**src/rtl/cpu_types_pkg.sv**
```systemverilog
// Shared CPU types: machine word, MIPS-style opcodes, and the fetch stage
// state encoding.
package cpu_types_pkg;

    typedef logic [31:0] word_t;

    typedef enum logic [5:0] {
        RTYPE = 6'b000000,
        J     = 6'b000010,
        JAL   = 6'b000011,
        BEQ   = 6'b000100,
        BNE   = 6'b000101,
        ADDIU = 6'b001001,
        LUI   = 6'b001111,
        LW    = 6'b100011,
        SW    = 6'b101011,
        HALT  = 6'b111111
    } opcode_t;

    typedef enum logic [1:0] {
        REQ    = 2'd0,
        HOLD   = 2'd1,
        HALTED = 2'd2
    } fetch_state_t;

    localparam word_t PC_STEP = 32'd4;

endpackage

```
**src/rtl/fetch_stage_if.sv**
```systemverilog
// Instruction memory port between fetch and imem.
// imemREN requests a read of imemaddr; the request and address stay stable
// until imem answers with ihit=1, and imemload is valid only in that cycle.
interface fetch_stage_if;
    import cpu_types_pkg::*;

    logic  imemREN;
    word_t imemaddr;
    logic  ihit;
    word_t imemload;

    modport master (output imemREN, output imemaddr, input ihit, input imemload);
    modport slave  (input imemREN, input imemaddr, output ihit, output imemload);

endinterface

```
**src/rtl/fetch_stage_pc_register.sv**
```systemverilog
// Program counter with a wrapping +4 incrementer.
// Priority: reset, then load, then increment.
module pc_register
    import cpu_types_pkg::*;
#(
    parameter word_t PC_INIT = 32'h00000000
) (
    input  logic  CLK,
    input  logic  RST,
    input  logic  load,
    input  logic  inc,
    input  word_t load_pc,
    output word_t pc,
    output word_t pc_plus4
);

    assign pc_plus4 = pc + PC_STEP;

    always_ff @(posedge CLK) begin
        if (RST)
            pc <= PC_INIT;
        else if (load)
            pc <= load_pc;
        else if (inc)
            pc <= pc_plus4;
    end

endmodule

```
**src/rtl/fetch_stage.sv**
```systemverilog
// Instruction fetch: requests words from imem, presents them to IF/ID and
// buffers one word across downstream stalls; handles redirect and halt.
module fetch_stage
    import cpu_types_pkg::*;
#(
    parameter word_t PC_INIT = 32'h00000000
) (
    input  logic         CLK,
    input  logic         RST,
    input  logic         stall,
    input  logic         redirect,
    input  word_t        redirect_pc,
    input  logic         halt,
    fetch_stage_if.master imem,
    output logic         out_valid,
    output logic         flush_out,
    output word_t        pc_inc,
    output word_t        instr,
    output opcode_t      opcode,
    output fetch_state_t state_dbg
);

    fetch_state_t state, next_state;
    word_t        pc, pc_plus4;
    word_t        hold_instr, hold_pc_inc;
    logic         pc_load, pc_inc_en, capture, clear_buf;
    logic         ren_c, valid_c, flush_c;
    word_t        instr_c, pc_inc_c;

    pc_register #(.PC_INIT(PC_INIT)) u_pc (
        .CLK      (CLK),
        .RST      (RST),
        .load     (pc_load),
        .inc      (pc_inc_en),
        .load_pc  ({redirect_pc[31:2], 2'b00}),
        .pc       (pc),
        .pc_plus4 (pc_plus4)
    );

    always_ff @(posedge CLK) begin
        if (RST)
            state <= REQ;
        else
            state <= next_state;
    end

    // The buffered word is the one that arrived while IF/ID was stalled.
    always_ff @(posedge CLK) begin
        if (RST || clear_buf) begin
            hold_instr  <= '0;
            hold_pc_inc <= '0;
        end else if (capture) begin
            hold_instr  <= imem.imemload;
            hold_pc_inc <= pc_plus4;
        end
    end

    always_comb begin
        next_state = state;
        pc_load    = 1'b0;
        pc_inc_en  = 1'b0;
        capture    = 1'b0;
        clear_buf  = 1'b0;
        ren_c      = 1'b0;
        valid_c    = 1'b0;
        flush_c    = 1'b0;
        instr_c    = '0;
        pc_inc_c   = '0;
        case (state)
            REQ: begin
                ren_c    = 1'b1;
                instr_c  = imem.imemload;
                pc_inc_c = pc_plus4;
                if (halt) begin
                    next_state = HALTED;
                end else if (redirect) begin
                    flush_c   = 1'b1;
                    pc_load   = 1'b1;
                    clear_buf = 1'b1;
                end else if (imem.ihit) begin
                    if (stall) begin
                        capture    = 1'b1;
                        next_state = HOLD;
                    end else begin
                        valid_c   = 1'b1;
                        pc_inc_en = 1'b1;
                    end
                end
            end
            HOLD: begin
                instr_c  = hold_instr;
                pc_inc_c = hold_pc_inc;
                if (halt) begin
                    next_state = HALTED;
                end else if (redirect) begin
                    flush_c    = 1'b1;
                    pc_load    = 1'b1;
                    clear_buf  = 1'b1;
                    next_state = REQ;
                end else if (!stall) begin
                    valid_c    = 1'b1;
                    pc_inc_en  = 1'b1;
                    next_state = REQ;
                end
            end
            HALTED: begin
                next_state = HALTED;
            end
            default: begin
                next_state = REQ;
            end
        endcase
        if (RST) begin
            ren_c    = 1'b0;
            valid_c  = 1'b0;
            flush_c  = 1'b0;
            instr_c  = '0;
            pc_inc_c = '0;
        end
    end

    assign imem.imemREN  = ren_c;
    assign imem.imemaddr = pc;
    assign out_valid     = valid_c;
    assign flush_out     = flush_c;
    assign instr         = instr_c;
    assign pc_inc        = pc_inc_c;
    assign opcode        = opcode_t'(instr_c[31:26]);
    assign state_dbg     = state;

endmodule

```
**src/flat_wrapper.sv**
```systemverilog
// flat-port wrapper written by rule: the top's interface ports become plain ports
module fetch_stage_flat import cpu_types_pkg::*;
#(
    parameter word_t PC_INIT = 32'h00000000
)
  (CLK, RST, stall, redirect, redirect_pc, halt, out_valid, flush_out, pc_inc, instr, opcode, state_dbg, imem_imemREN, imem_imemaddr, imem_ihit, imem_imemload);
  fetch_stage_if imem_i ();
  input  logic CLK;
  input  logic RST;
  input  logic stall;
  input  logic redirect;
  input  word_t redirect_pc;
  input  logic halt;
  output logic out_valid;
  output logic flush_out;
  output word_t pc_inc;
  output word_t instr;
  output opcode_t opcode;
  output fetch_state_t state_dbg;
  output wire logic [$bits(imem_i.imemREN)-1:0] imem_imemREN;
  output wire logic [$bits(imem_i.imemaddr)-1:0] imem_imemaddr;
  input wire logic [$bits(imem_i.ihit)-1:0] imem_ihit;
  input wire logic [$bits(imem_i.imemload)-1:0] imem_imemload;
  assign imem_imemREN = imem_i.imemREN;
  assign imem_imemaddr = imem_i.imemaddr;
  assign imem_i.ihit = imem_ihit;
  assign imem_i.imemload = imem_imemload;
  fetch_stage #(.PC_INIT(PC_INIT)) u_core (.CLK(CLK), .RST(RST), .stall(stall), .redirect(redirect), .redirect_pc(redirect_pc), .halt(halt), .imem(imem_i), .out_valid(out_valid), .flush_out(flush_out), .pc_inc(pc_inc), .instr(instr), .opcode(opcode), .state_dbg(state_dbg));
endmodule
```
**config.mk**
```make
export PLATFORM = sky130hd
export DESIGN_NAME = fetch_stage_flat
export DESIGN_NICKNAME = d
export VERILOG_FILES = /design/src/rtl/cpu_types_pkg.sv /design/src/rtl/fetch_stage_if.sv /design/src/rtl/fetch_stage_pc_register.sv /design/src/rtl/fetch_stage.sv /design/src/flat_wrapper.sv
export SDC_FILE = /design/constraint.sdc
export NUM_CORES = 1
export LEC_CHECK = 0
export ABC_AREA = 0
export BUFFER_PORTS_ARGS = -buffer_cell sky130_fd_sc_hd__buf_2
export CORE_ASPECT_RATIO = 1.25
export CORE_UTILIZATION = 40
export CTS_CLUSTER_SIZE = 12
export DETAILED_ROUTE_END_ITERATION = 10
export PLACE_DENSITY = 0.66
export SLEW_MARGIN = 20
export SYNTH_ARGS = -nofsm -noshare
export SYNTH_HDL_FRONTEND = slang
export SYNTH_SLANG_ARGS = --single-unit
```
**constraint.sdc**
```tcl
create_clock -name CLK -period 2.5 [get_ports CLK]
set_input_delay 0.5 -clock CLK [delete_from_list [all_inputs] [get_ports CLK]]
set_output_delay 0.5 -clock CLK [all_outputs]
set_load 0.02 [all_outputs]
```
-- After elaboration in Yosys (flattened, before gate mapping)
Index checks and enable logic that the tools add are counted.
W data, S select, Z words.
- output and inout bits: 107
- word-level logic and storage cells: 51
- input port bits: 70
- bits in registers: 98
- add/subtract/negate cells: 1
- mux-type cells: 33
- reductions and logical operators: 6
- equality and inequality tests: 6
- operators by type and width (cell ; count):
    $mux W32 ; 4
    $pmux W32 S2 ; 2
    $add A32 B3 Y32 const B ; 1
    $mux W1 ; 18
    $mux W2 ; 7
    $ne A3 B3 Y1 const B ; 3
    $pmux W2 S3 ; 1
    $ne A4 B4 Y1 const B ; 1
    $reduce_and A4 Y1 ; 1
    $reduce_or A2 Y1 ; 2
    $eq A2 B1 Y1 const B ; 1
    $eq A2 B2 Y1 const B ; 1
    $logic_not A2 Y1 ; 1
    $pmux W1 S2 ; 1
    $reduce_bool A2 Y1 ; 1
    $logic_or A1 B1 Y1 ; 1

-- Longest topological paths before layout
- depth in word-level cells: 7
- depth in mapped cells: 8
- gate-level depth less buffers: 6

-- By module
A second synthesis with hierarchy kept.
- cells, all modules: 689
- area total of the unflattened synthesis: 5620.4 um^2
- by module, submodules not included (module ; cells an instance ; times used ; seq. area each (um^2) ; area each (um^2)):
    fetch_stage ; 394 ; 1 ; 1321.3 ; 3320.7
    pc_register ; 295 ; 1 ; 640.6 ; 2299.7

-- Least setup slack after synthesis
No wires, ideal clock.
- path type: register -> output
- start point: reg u_core.u_pc.pc[3]
- end point: out pc_inc[28]
- slack: -0.140 ns
- required time: 2.000 ns
- stages on the path, launching flop included: 7
- path buffers: 0
- data arrival time: 2.140 ns
- cell sequence: dfxtp_1 -> ha_1 -> nand3_1 -> or3_1 -> nor3_1 -> xor2_1 -> o21a_1
- word-level cells in the longest chain between the ends: 3
- RTL lines (item ; line ; source):
    start, declared ; fetch_stage_pc_register.sv:13 ; output word_t pc,
    start signal, assigned ; fetch_stage_pc_register.sv:23 ; pc <= load_pc;
    start signal, assigned ; fetch_stage_pc_register.sv:25 ; pc <= pc_plus4;
    $add A32 B3 Y32 ; fetch_stage_pc_register.sv:17 ; assign pc_plus4 = pc + PC_STEP;
    $pmux W32 S2 ; fetch_stage.sv:69 ; case (state)
    $mux W32 ; fetch_stage.sv:113 ; if (RST) begin
    end, declared ; flat_wrapper.sv:16 ; output word_t pc_inc;
Every way passes these cells.

-- Worst setup path in the final report
- start point: reg u_core.u_pc.pc[7]
- end point: out pc_inc[25]
Same word-level chain as after synthesis.

==> results.json <==
{
  "grt_use_total": 0.249,
  "power-per-cell-area_nw_per_um2": 507,
  "num_antenna_cells": 0,
  "clock_power_share": 0.417,
  "final_max_slew_viol_count": 0,
  "critical_path_required_ps": 2000,
  "initial_antenna_violation_count": 0,
  "global_route_overflow": 0,
  "first_iter_violations": 442,
  "sequentialPowerShare": 0.421,
  "crit_type": "flop to output pin",
  "post_place_setup_slack_ps": 18.4,
  "h_tree_depth": 3,
  "postSynthRegisterBits": 94,
  "fin_tns_setup_ps": -1110,
  "clk_pin_slew_ps": 70,
  "critPathMaxFanout": 6,
  "worst-r2r-cell-count": 8,
  "worst_pin_slew_ps": 620,
  "synth_async_sr_flop_share": 0,
  "area_inside_the_core_boundary_sq_um": 12700,
  "synth_top_area_frac": 0.361,
  "power.ir.vdd_worst_uv": 302,
  "design_area_sq_um": 7400,
  "critPathLaunchType": "flop",
  "dp_cells": 1021,
  "port_buffers": 170,
  "number_of_sinks_handled_by_clock_tree_synthesis": 94,
  "min_to": "u_core.u_pc.pc[24]",
  "clock_tree.root_cell": "clkbuf_16",
  "final.hold.worst_slack_ps": 383,
  "remaining_antenna_violation_count_after_routing": 0,
  "vias": 5671,
  "start_util": 0.410,
  "io_pins": 177,
  "gpl.final_weighted_congestion": 0.899,
  "normalized_max_slew_margin": 0.587,
  "final_hold_violation_count": 0,
  "layout_setup_ws_ps": -121,
  "leakage_nw": 3.14,
  "die_w_um": 104,
  "synth_cells": 688,
  "synth.largest_area_cell": "dfxtp_1",
  "p_sw_w": 0.00100,
  "reg2reg_setup_slack_ps": 530,
  "tritoncts": "yes",
  "timing.hold.worst_path_depth": 3,
  "finalCriticalPeriod_ps": 2620,
  "global_route_wire_length_before_repair_um": 26800,
  "drc": 0,
  "dieHeight_um": 130,
  "post_syn_area_sq_um": 5210,
  "synth_compound_gate_area_share": 0.226,
  "worst_r2r_startpoint": "u_core.u_pc.pc[7]",
  "yosysUniqueCellTypes": 50,
  "nNetsFinal": 950,
  "detail_route.wirelength_um": 16800,
  "synth-main-ff-cell": "dfxtp_1",
  "areaGrowthSynthToFinish_pct": 42.1,
  "clkLatencyLatePin_ps": 340,
  "max_clock_skew_ps": 7.06,
  "timing.hold.worst.start": "redirect_pc[24]",
  "holdCritPathClass": "input port to flop",
  "failed_checks": "negative setup slack",
  "result_of_the_run": "complete, but fails checks",
  "count_of_non_filler_cells_in_the_finished_layout": 1052,
  "synth_top_cells_by_area": "dfxtp_1, a21oi_1, nor2_1, mux2i_1, nand2_1",
  "cts_max_path_buffers": 2,
  "post_synth_most_frequent_cells": "dfxtp_1, nor2_1, a21oi_1",
  "synth_area_per_cell_sq_um": 7.57,
  "rsz_0062_raised_after_global_routing": "true",
  "row_count": 46,
  "combinational_share_of_power": 0.162,
  "max_freq_ghz": 0.382,
  "cap_violations": 0,
  "detailedPlacementHpwl_um": 11400,
  "firstDrtPassIters": 4,
  "muxShareOfSynthArea": 0.0653,
  "grt_max_degree": 50,
  "drt-vias-per-instance": 5.39,
  "synth_top_family_by_area": "simple AND/OR/NAND/NOR gates",
  "place_area_sq_um": 6530,
  "final-setup-viol-count": 16,
  "sequential_area_share_after_synthesis": 0.361,
  "cts-buffers-inserted": 9,
  "worstPathArrival_ps": 2120,
  "swShare": 0.268,
  "reg_to_reg_critical_path_endpoint": "u_core.u_pc.pc[31]",
  "synth-adder-area-share": 0.00240,
  "detail_route.wl_per_cell_um": 16.0,
  "die_area_sq_um": 13500,
  "drive_gt1_frac": 0.380,
  "first_global_vias": 5335,
  "number_of_flops_mapped_to_enable_cells_by_yosys": 0,
  "post_synth_and_or_nand_nor_area_fraction": 0.233,
  "ys_warn_count": 0,
  "worstSetupEndpointType": "output pin",
  "cell_internal_pwr_w": 0.00275,
  "synth_xor_area_frac": 0.0471,
  "final.period_utilization": 1.05
}
[final cells by class]
cell class	count	area, sq um
clock buffers	9	225
flip-flops and latches	94	1910
repair buffers	243	1580
well taps	168	210
fillers	1191	5320
clock inverters	7	113
multi-input cells	520	3330
inverters	11	41.3
[power by group through the flow]
stage / clock network (W) / registers (W) / logic, W
after floorplan: 0 / 0.00163 / 0.000315
after global placement: 0 / 0.00161 / 0.000569
after detailed placement: 0 / 0.00161 / 0.000574
after CTS: 0.00159 / 0.00158 / 0.000596
after global routing: 0.00165 / 0.00159 / 0.000658
final: 0.00156 / 0.00158 / 0.000608
[repair_timing]
item | 4_1_cts | 5_1_grt
endpoints found under the setup margin | 21 | 24
buffers inserted | 9 | 6
hold buffers | 0 | 0
resized for setup | 71 | 23
pin swaps | 22 | 15
[layer usage]
| metal | share of wire | global-route usage | up-vias |
|---|---|---|---|
| met2 | 0.48 | 0.422 | 213 |
| met5 | 0 | 0 | - |
| li1 | - | - | 2785 |
| met1 | 0.44 | 0.318 | 2655 |
| met3 | 0.056 | 0.0382 | 18 |
| met4 | 0.017 | 0.100 | 0 |
[kinds of logic after synthesis]
group / count (synthesis)
compound gates: 198
xor+xnor: 28
fa+ha+maj: 1
buf+inv: 77
flops: 94
mux: 34
other cells: 1
simple gates: 255
[critical path, stage by stage (launching register included)]
cell and delay, ps:
dfxtp_2 350, nand4_4 160, or3_4 490, buf_12 150, nor4_4 150, xnor2_1 140
a21oi_2 170, buf_4 160
[sequential cells by signal (all words and copies together), names as in the netlist]
| register | cells |
|---|---|
| u_core.hold_pc_inc | 30 |
| u_core.u_pc.pc | 30 |
| u_core.state_dbg | 2 |
| u_core.hold_instr | 32 |
[how the worst max path moves through the flow]
| stage | startpoint | endpoint | slack (ps) | depth (start not counted) |
|---|---|---|---|---|
| final | u_core.u_pc.pc[7] | pc_inc[25] | -120 | 7 |
| after CTS | u_core.u_pc.pc[2] | pc_inc[30] | -110 | 9 |
| after detailed placement | u_core.u_pc.pc[2] | pc_inc[28] | 20 | 7 |
| after global routing | u_core.u_pc.pc[5] | pc_inc[25] | -220 | 7 |
| after floorplan | u_core.u_pc.pc[2] | pc_inc[28] | -60 | 6 |
| after global placement | u_core.u_pc.pc[2] | pc_inc[28] | 10 | 7 |
[through the flow]
stage	power [W]	util
finish	0.00375	0.582
floorplan	0.00195	-
global placement	0.00218	0.513
global route	0.00389	0.582
detailed placement	0.00218	0.513
CTS	0.00376	0.571
[layout by cell type (no fill, tap or decap), types with 4 or more instances in the layout]
cell type	n
o22ai_1	7
buf_4	72
dfxtp_2	14
buf_12	7
conb_1	4
o211a_1	4
nand2_1	86
nand3_1	6
and3_1	7
buf_6	12
nor3_2	4
a211oi_1	11
nor3_1	5
a22oi_1	9
o21ai_0	39
nor4_4	5
a221oi_1	4
xnor2_1	8
a21oi_2	11
inv_1	11
o21a_1	8
xor2_1	6
a31oi_1	8
buf_2	152
nor2_1	91
a21oi_1	78
or3_1	5
nand4_1	13
dfxtp_1	78
clkbuf_16	9
mux2i_1	34
xor2_2	4
xnor2_2	8
No activity file was read; power rests on OpenSTA's default activity.
